==> config.mk <==
export PLATFORM = sky130hd
export DESIGN_NAME = regfile_wb_arbiter
export DESIGN_NICKNAME = d
export VERILOG_FILES = /design/src/rtl/regfile_wb_arbiter_pkg.sv /design/src/rtl/wb_fifo2.sv /design/src/rtl/regfile_wb_arbiter.sv
export SDC_FILE = /design/constraint.sdc
export NUM_CORES = 1
export LEC_CHECK = 0
export ABC_AREA = 0
export BUFFER_PORTS_ARGS = -buffer_cell sky130_fd_sc_hd__buf_2
export CAP_MARGIN = 5
export CORE_MARGIN = 2
export CORE_UTILIZATION = 35
export DETAILED_ROUTE_END_ITERATION = 12
export GPL_TIMING_DRIVEN = 0
export PLACE_DENSITY_LB_ADDON = 0.3
export SETUP_SLACK_MARGIN = 0.4
export SYNTH_ARGS = -nofsm -noshare
export SYNTH_HDL_FRONTEND = slang
export SYNTH_HIERARCHICAL = 1
export SYNTH_SLANG_ARGS = --single-unit
==> constraint.sdc <==
create_clock -name clk -period 2.9 [get_ports clk]
set_input_delay 0.29 -clock clk [delete_from_list [all_inputs] [get_ports clk]]
set_output_delay 0.29 -clock clk [all_outputs]
set_load 0.01 [all_outputs]
==> src/rtl/regfile_wb_arbiter_pkg.sv <==
// Shared CPU package for the register-file write path.
// Holds the register/data widths, the register-$0 constant, the write-request
// struct used by the writeback stage and the write-port arbiter, and a helper
// that tells whether a destination register actually holds state.
package regfile_wb_arbiter_pkg;

    localparam int REG_W  = 5;
    localparam int DATA_W = 32;
    localparam int NREG   = 1 << REG_W;

    // Register $0 is hard-wired to zero; writes to it are dropped.
    localparam logic [REG_W-1:0] REG_ZERO = 5'd0;

    typedef struct packed {
        logic              wr;
        logic [REG_W-1:0]  addr;
        logic [DATA_W-1:0] data;
    } wr_req_t;

    // True when a destination register holds state (anything but $0).
    function automatic logic is_live_reg(input logic [REG_W-1:0] addr);
        return (addr != REG_ZERO);
    endfunction

endpackage

==> src/rtl/wb_fifo2.sv <==
// wb_fifo2: two-entry FIFO buffering multi-cycle results ({addr, data}).
// Ports:
//   clk, reset          clock, asynchronous active-low reset
//   push, push_addr/data enqueue an entry (ignored when full)
//   pop                  dequeue the head (ignored when empty)
//   head_addr/head_data  current head entry (valid when count != 0)
//   count                number of buffered entries, 0..2
module wb_fifo2
    import regfile_wb_arbiter_pkg::*;
(
    input  logic              clk,
    input  logic              reset,
    input  logic              push,
    input  logic [REG_W-1:0]  push_addr,
    input  logic [DATA_W-1:0] push_data,
    input  logic              pop,
    output logic [REG_W-1:0]  head_addr,
    output logic [DATA_W-1:0] head_data,
    output logic [1:0]        count
);

    logic [REG_W-1:0]  addr_r [2];
    logic [DATA_W-1:0] data_r [2];
    logic              wr_ptr_r;
    logic              rd_ptr_r;
    logic [1:0]        count_r;
    logic              push_ok_s;
    logic              pop_ok_s;

    assign push_ok_s = push & (count_r != 2'd2);
    assign pop_ok_s  = pop & (count_r != 2'd0);

    // Storage, pointers and occupancy count.
    always_ff @(posedge clk or negedge reset) begin
        if (!reset) begin
            addr_r[0] <= REG_ZERO;
            addr_r[1] <= REG_ZERO;
            data_r[0] <= {DATA_W{1'b0}};
            data_r[1] <= {DATA_W{1'b0}};
            wr_ptr_r  <= 1'b0;
            rd_ptr_r  <= 1'b0;
            count_r   <= 2'd0;
        end else begin
            if (push_ok_s) begin
                addr_r[wr_ptr_r] <= push_addr;
                data_r[wr_ptr_r] <= push_data;
                wr_ptr_r         <= ~wr_ptr_r;
            end
            if (pop_ok_s) begin
                rd_ptr_r <= ~rd_ptr_r;
            end
            case ({push_ok_s, pop_ok_s})
                2'b10:   count_r <= count_r + 2'd1;
                2'b01:   count_r <= count_r - 2'd1;
                default: count_r <= count_r;
            endcase
        end
    end

    assign head_addr = addr_r[rd_ptr_r];
    assign head_data = data_r[rd_ptr_r];
    assign count     = count_r;

endmodule

==> src/rtl/regfile_wb_arbiter.sv <==
// regfile_wb_arbiter: shares the register file's single write port between
// the pipeline writeback stage (always wins) and buffered multi-cycle results,
// tracks registers with an outstanding multi-cycle result (busy scoreboard),
// and forces the pipeline to hold when a buffered result starves.
// Ports:
//   clk, reset                     clock, asynchronous active-low reset
//   wb_wr/wb_addr/wb_data          writeback request (granted same cycle)
//   mc_valid/mc_addr/mc_data       multi-cycle result; mc_ready = FIFO has room
//   iss_valid/iss_addr             multi-cycle issue, marks destination busy
//   chk_addr1/chk_addr2, stall     decode source hazard check
//   pipe_hold                      registered request to keep wb_wr low
//   err                            sticky: issue to an already-busy register
//   rf_wr/rf_addr/rf_data          register file write port
module regfile_wb_arbiter
    import regfile_wb_arbiter_pkg::*;
#(
    parameter int STARVE_MAX = 4
) (
    input  logic              clk,
    input  logic              reset,
    input  logic              wb_wr,
    input  logic [REG_W-1:0]  wb_addr,
    input  logic [DATA_W-1:0] wb_data,
    input  logic              mc_valid,
    input  logic [REG_W-1:0]  mc_addr,
    input  logic [DATA_W-1:0] mc_data,
    output logic              mc_ready,
    input  logic              iss_valid,
    input  logic [REG_W-1:0]  iss_addr,
    input  logic [REG_W-1:0]  chk_addr1,
    input  logic [REG_W-1:0]  chk_addr2,
    output logic              stall,
    output logic              pipe_hold,
    output logic              err,
    output logic              rf_wr,
    output logic [REG_W-1:0]  rf_addr,
    output logic [DATA_W-1:0] rf_data
);

    localparam logic [3:0] STARVE_LAST = 4'(STARVE_MAX - 1);

    logic [1:0]        fifo_count_s;
    logic [REG_W-1:0]  head_addr_s;
    logic [DATA_W-1:0] head_data_s;
    logic              fifo_empty_s;
    logic              wb_take_s;
    logic              push_s;
    logic              pop_s;
    logic              blocked_s;
    wr_req_t           mux_req_s;

    logic [NREG-1:0]   busy_r;
    logic [NREG-1:0]   busy_nxt_s;
    logic              err_r;
    logic              err_set_s;
    logic [3:0]        starve_r;
    logic [3:0]        starve_nxt_s;
    logic              hold_r;
    logic              hold_nxt_s;

    assign fifo_empty_s = (fifo_count_s == 2'd0);
    assign wb_take_s    = wb_wr & is_live_reg(wb_addr);
    // mc_ready is a function of reset and the registered count only.
    assign mc_ready     = reset & (fifo_count_s != 2'd2);
    // Results for $0 are accepted but never stored.
    assign push_s       = mc_valid & mc_ready & is_live_reg(mc_addr);
    assign pop_s        = reset & ~wb_take_s & ~fifo_empty_s;
    assign blocked_s    = ~fifo_empty_s & wb_take_s;

    wb_fifo2 u_fifo (
        .clk       (clk),
        .reset     (reset),
        .push      (push_s),
        .push_addr (mc_addr),
        .push_data (mc_data),
        .pop       (pop_s),
        .head_addr (head_addr_s),
        .head_data (head_data_s),
        .count     (fifo_count_s)
    );

    // Write-port mux: live writeback first, then the FIFO head, else idle.
    always_comb begin
        mux_req_s = {1'b0, REG_ZERO, {DATA_W{1'b0}}};
        if (!reset) begin
            mux_req_s = {1'b0, REG_ZERO, {DATA_W{1'b0}}};
        end else if (wb_take_s) begin
            mux_req_s = {1'b1, wb_addr, wb_data};
        end else if (!fifo_empty_s) begin
            mux_req_s = {1'b1, head_addr_s, head_data_s};
        end else begin
            mux_req_s = {1'b0, REG_ZERO, {DATA_W{1'b0}}};
        end
    end

    assign rf_wr   = mux_req_s.wr;
    assign rf_addr = mux_req_s.addr;
    assign rf_data = mux_req_s.data;

    // Scoreboard next state: drain clears, issue sets afterwards so set wins.
    always_comb begin
        busy_nxt_s = busy_r;
        err_set_s  = 1'b0;
        if (pop_s) begin
            busy_nxt_s[head_addr_s] = 1'b0;
        end else begin
            busy_nxt_s = busy_r;
        end
        if (iss_valid && is_live_reg(iss_addr)) begin
            busy_nxt_s[iss_addr] = 1'b1;
            err_set_s            = busy_r[iss_addr];
        end else begin
            err_set_s = 1'b0;
        end
        busy_nxt_s[0] = 1'b0;
    end

    // Starvation: count cycles the head loses the port, request a hold.
    always_comb begin
        starve_nxt_s = starve_r;
        hold_nxt_s   = hold_r;
        if (fifo_empty_s || pop_s) begin
            starve_nxt_s = 4'd0;
        end else if (starve_r != 4'd15) begin
            starve_nxt_s = starve_r + 4'd1;
        end else begin
            starve_nxt_s = starve_r;
        end
        if (pop_s) begin
            hold_nxt_s = 1'b0;
        end else if (blocked_s && (starve_r == STARVE_LAST)) begin
            hold_nxt_s = 1'b1;
        end else begin
            hold_nxt_s = hold_r;
        end
    end

    // Scoreboard, sticky error and starvation state registers.
    always_ff @(posedge clk or negedge reset) begin
        if (!reset) begin
            busy_r   <= {NREG{1'b0}};
            err_r    <= 1'b0;
            starve_r <= 4'd0;
            hold_r   <= 1'b0;
        end else begin
            busy_r   <= busy_nxt_s;
            err_r    <= err_r | err_set_s;
            starve_r <= starve_nxt_s;
            hold_r   <= hold_nxt_s;
        end
    end

    assign stall = (is_live_reg(chk_addr1) & busy_r[chk_addr1]) |
                   (is_live_reg(chk_addr2) & busy_r[chk_addr2]);
    assign pipe_hold = hold_r;
    assign err       = err_r;

endmodule
== Yosys cells after proc, flatten, opt, wreduce, memory -nomap -nowiden ==
Index checks and enable logic that the tools add are counted.

* Flip-flop bits (word level): 115
* Input port bits: 94
* Output and inout bits: 42
* Word-level logic and storage cells: 99

* Add/sub/neg operators: 3
* Magnitude comparators: 9
* Equality and inequality tests: 5
* Multiplexer cells: 33
* Bitwise operators: 22
* Reductions and logical operators: 16

{| class="wikitable"
|+ Operators with widths
! cell !! number
|-
| $mux W32 || 6
|-
| $mux W38 || 3
|-
| $bwmux W64 || 1
|-
| $and A32 B32 Y32 || 1
|-
| $demux W32 S1 || 1
|-
| $not A32 Y32 || 1
|-
| $or A32 B32 Y32 || 1
|-
| $reduce_bool A5 Y1 || 5
|-
| $lt A5 B6 Y1 const B || 4
|-
| $mux W5 || 4
|-
| $bmux W1 S5 || 3
|-
| $and A1 B1 Y1 || 11
|-
| $bwmux W10 || 1
|-
| $demux W1 S5 || 2
|-
| $ge A5 B1 Y1 const B || 2
|-
| $mux W1 || 8
|-
| $mux W4 || 2
|-
| $reduce_bool A2 Y1 || 4
|-
| $demux W5 S1 || 1
|-
| $logic_and A1 B1 Y1 || 5
|-
| $add A4 B1 Y4 const B || 1
|-
| $eq A4 B2 Y1 const B || 1
|-
| $ge A2 B2 Y1 const B || 2
|-
| $ne A4 B4 Y1 const B || 1
|-
| other kinds (12) || 17
|}

== Logic depth before layout (Yosys ltp) ==
* Word-level depth: 13
* Gate-level depth with buffers: 10
* Mapped depth without buffers: 9

== Cells and area by module ==
Netlist, hierarchy kept.

{| class="wikitable"
|+ By module, submodules not included
! module !! times used !! cells an instance !! area each (um2) !! sequential area each (um2)
|-
| wb_fifo2 || 1 || 213 || 3702.3 || 1951.9
|-
| regfile_wb_arbiter || 1 || 287 || 2842.7 || 925.9
|}

== Worst setup path after synthesis ==
Ideal clock, no wire load.

* Path kind: input to register
* Start point: in wb_addr[0]
* End point: reg u_fifo.count_r[1] (netlist: u_fifo/count[1])
* Setup time: 79 ps
* Data arrival time: 2115 ps
* Data required time: 2821 ps
* Slack: 706 ps
* Stages: 9
* Buffers on the path: 2
* Cells stage by stage: or4_1 -> o21ai_1 -> and2_1 -> buf_2 -> buf_2 -> o21a_1 -> ha_1 -> nor2_1 -> xor2_1

* Word-level cells in the longest chain between the ends: 8
* Elaborated cells on any way between the ends: 10
* Classes of those cells: eq/ne: 2; mux: 1; bitwise: 5; reduce/logical: 2

{| class="wikitable"
|+ RTL lines
! what !! RTL line !! source
|-
| from (decl) || regfile_wb_arbiter.sv:22 || <nowiki>input logic [REG_W-1:0] wb_addr,</nowiki>
|-
| $reduce_bool A5 Y1 * || regfile_wb_arbiter_pkg.sv:22 || <nowiki>return (addr != REG_ZERO);</nowiki>
|-
| $and A1 B1 Y1 * || regfile_wb_arbiter.sv:62 || <nowiki>assign wb_take_s = wb_wr & is_live_reg(wb_addr);</nowiki>
|-
| $not A1 Y1 * || regfile_wb_arbiter.sv:67 || <nowiki>assign pop_s = reset & ~wb_take_s & ~fifo_empty_s;</nowiki>
|-
| $and A1 B1 Y1 * (2 in a row) || regfile_wb_arbiter.sv:67 ||
|-
| via pop_s || regfile_wb_arbiter.sv:48 || <nowiki>logic pop_s;</nowiki>
|-
| $and A1 B1 Y1 * || wb_fifo2.sv:31 || <nowiki>assign pop_ok_s = pop & (count_r != 2'd0);</nowiki>
|-
| via u_fifo.pop_ok_s || wb_fifo2.sv:28 || <nowiki>logic pop_ok_s;</nowiki>
|-
| $eq A2 B1 Y1 / $eq A2 B2 Y1 (equally long branches) || wb_fifo2.sv:52 || <nowiki>case ({push_ok_s, pop_ok_s})</nowiki>
|-
| $pmux W2 S2 / $reduce_bool A2 Y1 (equally long branches) || -- ||
|-
| to (signal assigned) || wb_fifo2.sv:53 || <nowiki>2'b10: count_r <= count_r + 2'd1;</nowiki>
|-
| to (signal assigned) || wb_fifo2.sv:54 || <nowiki>2'b01: count_r <= count_r - 2'd1;</nowiki>
|-
| to (signal assigned) || wb_fifo2.sv:55 || <nowiki>default: count_r <= count_r;</nowiki>
|-
| to (decl) || wb_fifo2.sv:26 || <nowiki>logic [1:0] count_r;</nowiki>
|}

Mark *: on every way through the listed nets, which the timed path passes. The rest lies on a longest branch.
A chain may end at the register's enable or synchronous reset.

== Final worst setup path ==
* Start point: reg busy_r[25]
* End point: out stall

* Word-level cells in the longest chain between the ends: 4
* Elaborated cells on any way between the ends: 7
* Classes of those cells: mux: 4; bitwise: 3

{| class="wikitable"
|+ RTL lines
! what !! RTL line !! source
|-
| from (decl) || regfile_wb_arbiter.sv:52 || <nowiki>logic [NREG-1:0] busy_r;</nowiki>
|-
| from (signal assigned) || regfile_wb_arbiter.sv:141 || <nowiki>busy_r <= {NREG{1'b0}};</nowiki>
|-
| from (signal assigned) || regfile_wb_arbiter.sv:146 || <nowiki>busy_r <= busy_nxt_s;</nowiki>
|-
| $bmux W1 S5, on equally long branches || regfile_wb_arbiter.sv:153, regfile_wb_arbiter.sv:154 ||
|-
| $mux W1, on equally long branches || regfile_wb_arbiter.sv:153, regfile_wb_arbiter.sv:154 ||
|-
| $and A1 B1 Y1, on equally long branches || regfile_wb_arbiter.sv:153, regfile_wb_arbiter.sv:154 ||
|-
| $or A1 B1 Y1 * || regfile_wb_arbiter.sv:153 || <nowiki>assign stall = (is_live_reg(chk_addr1) & busy_r[chk_addr1]) |</nowiki>
|-
| to (decl) || regfile_wb_arbiter.sv:32 || <nowiki>output logic stall,</nowiki>
|}

Every way passes the cells marked *; elsewhere a longest branch is shown, timed or not. The select of a mux whose other input is x is not followed.

==> impl_metrics.csv <==
group,metric,value,unit
status,run_status,"completed",
route,dr.pass1.iters,4,
die,floorplan.die.height,141,um
sta,finalClockSkew,0.00847,ns
logic_synthesis,synth.largest_area_cell,"dfrtp_1",
worst_setup_path,worst_setup_path_start_kind,"flop",
clocking,maximum_number_of_buffers_from_clock_root_to_sink,2,
logic_synthesis,yosys.area_share.adder,0.00382,
logic_synthesis,post_synth_main_area_contributors,"dfrtp_1, mux2_4, mux2_2",
logic_synthesis,ys_dominant_reg_cell,"dfrtp_1",
route,route.detailed.vias_per_inst,5.43,
clocking,root_buffer,"clkbuf_16",
worst_setup_path,critPathRequiredTime,2.61,ns
power,power.leakage,0.00376,uW
die,ioPinCount,136,
global_route,met3_usage,0.0516,
final_layout,final.fill_count,1702,
global_route,gr-usage-met1,0.232,
clocking,cts-buffers-inserted,17,
final_layout,layout-area-overhead-vs-synth,26.7,%
sta,timing.final.setup_violations,0,
logic_synthesis,yosys.cell_types.count,50,
global_route,globalRouteOverflowTotal,0,
logic_synthesis,seq_area_frac_synth,0.440,
global_route,grt_antenna_before_repair,1,
logic_synthesis,simple_gate_share_of_the_synthesized_area,0.0658,
die,initial_core_util,0.353,
power,p_int,5630,uW
power,powerDensity,1020,nW/um2
sta,max_slew_headroom,0.543,
logic_synthesis,share_of_the_synthesized_area_in_the_top_cell_type,0.440,
die,floorplan.die_area,19800,um2
global_route,track_usage,0.187,
logic_synthesis,yosysWarnings,6,
logic_synthesis,post_synthesis_compound_gate_area_fraction,0.111,
power,netSwitchingFraction,0.334,
sta,final-hold-violation-count,0,
global_route,grt_max_degree,43,
logic_synthesis,share_of_flip_flops_with_an_asynchronous_set_or_reset_after_synthesis,1.00,
global_route,first_global_vias,5316,
placement,post-place-cells,863,
route,drc,0,
route,initialDrtViolationCount,383,
placement,detailedPlacementHpwl,12500,um
placement,placed_area,7510,um2
flow_run,drv.max_cap_violation_count,0,
clocking,htree_num_levels,4,
logic_synthesis,edff_count_synth,0,
route,route.final.wire_length,17900,um
sta,timing.final.crit_share,0.851,
logic_synthesis,synthesis.area,6550,um2
final_layout,regArea,2880,um2
worst_hold_path,min-delay-path-class,"in2reg",
route,routedWlPerCell,19.6,um
logic_synthesis,netlist_instances,500,
power,total_switching_power,2820,uW
die,die_x_extent,141,um
worst_setup_path,worst_path_arrival_time,2.18,ns
logic_synthesis,yosys_register_bits,115,
final_layout,most-common-layout-cells,"buf_2, dfrtp_1, mux2_4, o21ai_0, mux2_2",
sta,clock.fmax,405,MHz
final_layout,final_core_utilization,0.448,
placement,port_buffers,128,
logic_synthesis,mean_post_synth_cell_area,13.1,um2
final_layout,fin_area,8290,um2
logic_synthesis,synth_xor_xnor_area_share,0.00803,
power,seq_power_share,0.356,
final_layout,fin_nets,764,
worst_setup_path,worstSetupPathType,"reg2out",
route,vias,4968,
route,antenna_viol_nets_final,0,
final_layout,final_layout_size_suffix_gt1_frac,0.506,
global_route,first_pass_grt_wire_length,28800,um
global_route,grtUsageMet2,0.322,
sta,rsz_0062_raised_after_global_routing,"true",
global_route,top_usage_layer,"met2",
logic_synthesis,synth_top_family_by_area,"multiplexers",
sta,report.final.slew_viol_count,0,
final_layout,most_frequent_standard_cell_in_the_layout_excluding_fill_and_tap_cells,"buf_2",
clocking,tritoncts,"yes",
die,fp.coreArea,18500,um2
sta,final_period_minus_worst_setup_slack,2.47,ns
sta,worstMarginPinSlew,0.685,ns
clocking,path_clk_slew,0.05,ns
worst_setup_path,critical_path.max_fanout,4,
clocking,clk_latency,0.41,ns
power,clock_power_share,0.214,
die,core.rowCount,50,
power,ir_worst_vdd,0.507,mV
power,share_comb_of_total_power,0.431,
clocking,cts_sinks,115,
worst_setup_path,critPathCaptureType,"primary output",
final_layout,layout.cells.non_filler,915,
final_layout,multi_input_gate_area_in_the_final_layout,3390,um2
placement,gp_congestion,0.862,
logic_synthesis,mux_cell_area_share_after_synthesis,0.326,
logic_synthesis,postSynthNetCount,596,
per-stage QoR:
| stage | setup TNS, ns | setup slack (ns) | hold WS (ns) | total power, uW |
|---|---|---|---|---|
| 2_1_floorplan | 0 | 0.706 | -0.00559 | 5420 |
| 6_report | 0 | 0.433 | 0.127 | 8450 |
| 3_3_place_gp | -210.56 | -1.97 | 0.477 | 6250 |
| 5_1_grt | 0 | 0.347 | 0.119 | 8930 |
| 3_5_place_dp | -16.60 | -0.624 | 0.321 | 6380 |
| 4_1_cts | 0 | 0.424 | 0.112 | 8440 |
final timing paths:
path                                 start                end  slack [ns]  cells past startpoint
setup / recovery                busy_r[25]              stall        0.43                      5
max in group asynchronous            reset    u_fifo/count[0]        2.12                      3
hold / removal                 mc_data[29]  u_fifo/data_r[29]        0.13                      2
hold reg to reg                        err                err        0.48                      1
min in group asynchronous            reset  u_fifo/data_r[41]        0.52                      4
setup reg to reg           u_fifo/rd_ptr_r         busy_r[17]        0.62                      7
worst max-delay path: stages (launching register included):
cell      delay [ns]
dfrtp_1         0.43
mux4_2          0.46
mux4_2          0.48
a211oi_2        0.19
nand2_1         0.07
buf_2           0.13
sequential cells by signal (all words and copies together) (netlist names):
name and count:
u_fifo/count 2, u_fifo/data_r 64, err 1, u_fifo/rd_ptr_r 1, u_fifo/addr_r 10, busy_r 31, starve_r 4, pipe_hold 1
u_fifo/wr_ptr_r 1
power groups by stage:
stage | registers [uW] | clock network, uW | logic, uW
4_1_cts | 2980 | 1830 | 3630
3_3_place_gp | 2970 | 0 | 3280
3_5_place_dp | 3010 | 0 | 3370
6_report | 3010 | 1810 | 3640
5_1_grt | 3100 | 1900 | 3920
2_1_floorplan | 2790 | 0 | 2630
cells by family after synthesis:
| logic type | count (synthesis) |
|---|---|
| compound gates | 113 |
| xor+xnor | 6 |
| buf+inv | 39 |
| fa+ha+maj | 2 |
| mux | 149 |
| flops | 115 |
| simple gates | 76 |
what timing repair did:
item	CTS	global route
endpoints found under the hold margin	42	0
cloned	1	0
endpoints found under the setup margin	109	14
hold buffers	6	0
pin swaps	1	0
resized for setup	17	5
buffers inserted	12	1
metal layers:
layer / wire length [um] / up-vias
li1: - / 2226
met4: 180 / 0
met3: 1350 / 19
met1: 7420 / 2537
met5: 0 / -
met2: 9000 / 186
synth_stat cells (3+ instances only):
master    number
mux2_2        54
nor2b_1        6
buf_2         14
a21oi_1        6
xnor2_1        4
nand3_1        9
mux4_2        18
nor3b_1        3
nand4_1        3
o21ai_0       59
a22o_1        34
nor2_1        13
nand3b_1       5
mux2_4        60
inv_1          5
mux4_1         3
buf_12         7
nand2_1       15
nand2b_1       3
mux2i_1       14
dfrtp_1      115
clkbuf_1      10
nor3_1         5
cell type report:
class | count | area share
Antenna cell | 1 | 0.000302
Buffer | 34 | 0.0362
Clock buffer | 21 | 0.0531
Clock inverter | 10 | 0.00770
Inverter | 5 | 0.00226
Multi-Input combinational cell | 346 | 0.409
Sequential cell | 115 | 0.347
Tap cell | 234 | 0.0353
Timing Repair Buffer | 149 | 0.109
(Power assumes the default switching activity.)
